### src/rtl/encoder_4to2_seq.sv
// encoder_4to2_seq: captures 4 request lines into a pending set and presents
// them one at a time as a 2-bit code over a valid/ready handshake.
// Optional feature macro: ENC_ROUND_ROBIN_EN selects round-robin arbitration
// (search upward from a rotating pointer). When it is undefined, the lowest
// pending index wins and no pointer register exists.
module encoder_4to2_seq (
  input  logic       clk,
  input  logic       rst,
  input  logic       enable,
  input  logic [3:0] req_in,
  input  logic       out_ready,
  output logic [1:0] code_out,
  output logic       out_valid,
  output logic [3:0] pending,
  output logic       busy
);

  typedef enum logic {
    IDLE    = 1'b0,
    PRESENT = 1'b1
  } state_e;

  state_e     state_q, state_d;
  logic [3:0] pending_q, pending_d;
  logic [1:0] code_q, code_d;
  logic       valid_q, valid_d;
  logic       handshake;
  logic [3:0] clear_mask;
  logic [1:0] sel_idx;

`ifdef ENC_ROUND_ROBIN_EN
  logic [1:0] ptr_q, ptr_d;

  // Pick the first pending line at or above the pointer, wrapping 3 -> 0.
  always_comb begin
    logic [1:0] cand;
    sel_idx = ptr_q;
    // Scan from the farthest offset down so the nearest set line wins last.
    for (int k = 3; k >= 0; k--) begin
      cand = ptr_q + 2'(k);
      if (pending_q[cand]) sel_idx = cand;
    end
  end
`else
  // Fixed priority: the lowest pending index wins.
  always_comb begin
    sel_idx = 2'd0;
    for (int i = 3; i >= 0; i--) begin
      if (pending_q[i]) sel_idx = 2'(i);
    end
  end
`endif

  // Next-state logic: pending capture, handshake clear, and the FSM.
  always_comb begin
    // NOTE: every signal assigned here gets a default first, so no path
    // leaves one unassigned and no latch is inferred.
    state_d = state_q;
    code_d  = code_q;
    valid_d = valid_q;
`ifdef ENC_ROUND_ROBIN_EN
    ptr_d   = ptr_q;
`endif

    handshake  = (state_q == PRESENT) && out_ready;
    clear_mask = handshake ? (4'b0001 << code_q) : 4'b0000;
    // A line re-requested on its own accept cycle stays pending: set wins.
    pending_d  = (pending_q & ~clear_mask) | (enable ? req_in : 4'b0000);

    case (state_q)
      IDLE: begin
        // Arbitrate only on the registered set, never on live req_in.
        if (|pending_q) begin
          code_d  = sel_idx;
          valid_d = 1'b1;
          state_d = PRESENT;
        end
      end
      PRESENT: begin
        // Hold code and valid until the consumer takes them.
        if (out_ready) begin
          valid_d = 1'b0;
          state_d = IDLE;
`ifdef ENC_ROUND_ROBIN_EN
          ptr_d   = code_q + 2'd1;
`endif
        end
      end
      default: state_d = IDLE;
    endcase
  end

  // State register with synchronous reset that overrides any handshake.
  always_ff @(posedge clk) begin
    // NOTE: sequential state uses non-blocking assignments only, so every
    // register samples the pre-edge values computed above.
    if (rst) begin
      state_q   <= IDLE;
      pending_q <= 4'b0000;
      code_q    <= 2'b00;
      valid_q   <= 1'b0;
`ifdef ENC_ROUND_ROBIN_EN
      ptr_q     <= 2'b00;
`endif
    end else begin
      state_q   <= state_d;
      pending_q <= pending_d;
      code_q    <= code_d;
      valid_q   <= valid_d;
`ifdef ENC_ROUND_ROBIN_EN
      ptr_q     <= ptr_d;
`endif
    end
  end

  assign code_out  = code_q;
  assign out_valid = valid_q;
  assign pending   = pending_q;
  assign busy      = (|pending_q) | valid_q;

endmodule
### config.mk
export PLATFORM = sky130hd
export DESIGN_NAME = encoder_4to2_seq
export DESIGN_NICKNAME = d
export VERILOG_FILES = /design/src/rtl/encoder_4to2_seq.sv
export SDC_FILE = /design/constraint.sdc
export NUM_CORES = 1
export LEC_CHECK = 0
export ABC_AREA = 1
export BUFFER_PORTS_ARGS = -buffer_cell sky130_fd_sc_hd__buf_2
export CAP_MARGIN = 0
export CELL_PAD_IN_SITES_DETAIL_PLACEMENT = 1
export CELL_PAD_IN_SITES_GLOBAL_PLACEMENT = 1
export CORE_AREA = 2 2 39 41
export CTS_CLUSTER_SIZE = 20
export DETAILED_ROUTE_END_ITERATION = 16
export DIE_AREA = 0 0 41 43
export PLACE_DENSITY = 0.71
export SETUP_SLACK_MARGIN = 0.1
export SYNTH_ARGS = -nofsm -noshare
export SYNTH_HDL_FRONTEND = slang
export SYNTH_SLANG_ARGS = --single-unit
export TNS_END_PERCENT = 30
### constraint.sdc
create_clock -name clk -period 2.3 [get_ports clk]
set_input_delay 0.23 -clock clk [delete_from_list [all_inputs] [get_ports clk]]
set_output_delay 0.23 -clock clk [all_outputs]
set_load 0.02 [all_outputs]
Word level (Yosys, flattened, before mapping) --
Cells that the tools add are included.
Storage, ports and cells: flip-flop bits (word level) 8, bits of input ports 8
Cells by class: equal/unequal tests 2, shift operators 1, multiplexer cells 12, bitwise gates (word level) 5, reductions and logical operators 4
Operator list (count):
- 2-to-1 mux 2 bit | 4
- 2-to-1 mux 4 bit | 2
- AND 4 bit | 1
- 2-to-1 mux 1 bit | 4
- inequality test 2 bit, second input constant | 2
- inverter 4 bit | 1
- OR 4 bit | 1
- case mux 1 bit (2 select lines) | 2
- AND reduction 2 bit | 2
- OR reduction 4 bit | 1
- left shift 1 x 2 -> 4 bit, first input constant | 1
- logical AND 1 bit | 1
- inverter 1 bit | 1
- OR 1 bit | 1

Longest topological paths before layout --
depth in word-level cells 5, mapped depth 6

Worst setup path before layout --
Ideal clock, no wire load.
path kind reg-to-output, start reg pending_q[1], in the netlist pending[1], end out busy, arrival 0.782 ns, slack 1.288 ns, stages on the path, launching flop included 3, buffers on the path 0, cell sequence dfxtp_1 -> nor2_2 -> nand3b_1
On the way: longest elaborated chain between the ends 2
Ends and longest elaborated chain:
- start, declared | line 24 | logic [3:0] pending_q, pending_d;
- start signal, assigned | line 107 | pending_q <= pending_d;
- OR reduction 4 bit | line 119 | assign busy = (|pending_q) | valid_q;
- OR 1 bit | line 119
- end, declared | line 15 | output logic busy
No other way between the ends.

Final worst setup path --
start reg pending_q[2], in the netlist pending[2], end out busy
The elaborated chain is that of the path after synthesis.

==> flow_summary.toml <==
[floorplan]
std_cell_rows = 14
die_h_um = 43
die_w_um = 41
die_area_um2 = 1760
io_pins = 16
start_util_pct = 25.6
coreArea_um2 = 1380

[worst_setup_path]
critPathMaxFanout = 4
cp_top_family = "flip-flops"
worst_ep_arrival_time_ns = 1.04
max_stage_delay_ns = 0.33
slowest_stage = "dfxtp_1"
start_kind = "flop"
cp.required_ns = 2.07
crit_type = "reg2out"
crit_path_end_kind = "output pin"
crit_chain = "nor2_2 > nand3b_1 > buf_2"
cp.buffers_inverters = 1

[clocking]
cts_tree = "yes"
cts_resized = 0
cts_root_buf = "clkbuf_4"
clkTransAtPathRegs_ns = 0.06
postCtsHoldBufs = 0
htree_num_levels = 1
clk_latency_ns = 0.26
clk_path_buf_depth = 2
post_cts_buffers = 0
numCtsBuffers = 3
clock_sinks = 8

[timing]
worst-slew-pin-transition_ns = 0.193
fin_skew_ns = 0.00275
final.setup.worst_slack_ns = 1.03
max-slew-margin-rel_pct = 87.1
setup_tns_ns = 0
period_share_pct = 55.3
rsz0062_at_grt = "false"
drv_slew = 0
min_period_ns = 1.27
setup_viol = 0
finalHoldViolations = 0
holdWs_ns = 0.194
fmax_ghz = 0.786

[logic_synthesis]
syn-num-nets = 56
yosysUniqueCellTypes = 12
ys.warnings.count = 0
synth_top_area_cell = "dfxtp_1"
synth.avg_cell_area_um2 = 7.38
netlist_area_um2 = 354
synth_cells = 48
ys_top_cells_by_area = "dfxtp_1 45%, nand2_1 14%, o21ai_0 7.1%"
seq_area_frac_synth_pct = 45.2
yosysTopAreaCellShare_pct = 45.2
yosys_register_bits = 8

[placed_design]
place_inst = 79
place_area_um2 = 449
place.gp.congestion = 0.724
pre_cts_slack_ns = 1.29
hpwl_um = 733
portBuffers = 15

[finish]
final_nets = 76
syn2layout_area_growth_pct = 33.2
multiInputGateArea_um2 = 171
area.sequential_um2 = 160
drive_above_1_share_pct = 34.8
fin_cells = 82
fin_area_um2 = 472
fill_cells = 192
mostFrequentLayoutCell = "buf_2"
final_util_pct = 34.1
layout_common_cells = "15 x buf_2, 13 x nand2_1, 8 x dfxtp_1"
antenna_cells = 0

[routing]
ant_nets = 0
drc_errors = 0
routed_wl_um = 898
drt_iter0_drc = 1
met1_length_um = 368
num_vias = 375
dr_wl_met2_um = 429
met3_length_um = 45
wl_per_cell_um = 11.0
top_layer = "met4"
drtPass1Iterations = 2
via_per_inst = 4.57

[global_route]
grt_overflow = 0
grt_antenna_before_repair = 0
grt_use_total_pct = 13.7
grt_pass1_vias = 363
grt_first_pass_wirelength_mm = 1.48
grt_max_degree = 6

[power]
cellPowerDensity_nw_per_um2 = 776
ir_worst_vdd_mv = 0.206
p_leak_nw = 0.243
total_power_uw = 366

[run]
max_cap_viol_count = 0

[min_path]
hp-class = "in2reg"

[run_status]
status = "complete, no violations"
==> cell usage after synthesis <==
master     n
o21bai_1   2
inv_1      6
o211a_1    1
nor2_1     3
dfxtp_1    8
a21oi_2    1
o21ai_0    5
nor2_2     3
nand3b_1   1
nand2_1   13
a21oi_1    4
nand2_2    1
==> cells by family (layout without fill, tap and decap cells) <==
kind of cell / Yosys count / after routing / share of synthesized area (%)
buffers and inverters: 6 / 24 / 6.36
AND/OR/NAND/NOR: 21 / 21 / 26.2
flip-flops: 8 / 8 / 45.2
AO/OA/AOI/OAI: 13 / 13 / 22.3
==> state kept, by name (all words and copies together), names as in the netlist <==
signal,cells
pending,4
code_out,2
out_valid,1
state_q,1
==> area by class of cell <==
type	instances	area share, %
Sequential cell	8	34.0
Timing Repair Buffer	15	15.9
Tap cell	16	4.24
Clock buffer	3	4.77
Multi-Input combinational cell	34	36.3
Inverter	6	4.77
==> metal layers <==
| layer | global-route usage (%) | vias up |
|---|---|---|
| met5 | 0 | - |
| met4 | 16.0 | 0 |
| met3 | 4.71 | 5 |
| met2 | 19.4 | 12 |
| met1 | 13.3 | 167 |
| li1 | - | 191 |
==> worst paths after layout <==
path / startpoint / to / slack, ns / cells past startpoint
min: rst / pending[1] / 0.19 / 2
max: pending[2] / busy / 1.03 / 3
min reg2reg: out_valid / out_valid / 0.49 / 2
max reg2reg: pending[0] / code_out[0] / 1.35 / 5
==> worst reg2reg max path, cell delays in order, from the launching register on <==
cell	delay (ns)
dfxtp_1	0.39
nor2_2	0.08
a21oi_2	0.20
nand2_1	0.07
nand2_1	0.07
nor2_2	0.03
==> where the power goes <==
part | total [mW] | internal (mW) | switching (mW)
Clock | 0.111 | 0.0599 | 0.0510
Sequential | 0.168 | 0.153 | 0.0154
Combinational | 0.0869 | 0.0333 | 0.0536
Total | 0.366 | 0.246 | 0.120
Power figures use the tool's default switching activity.
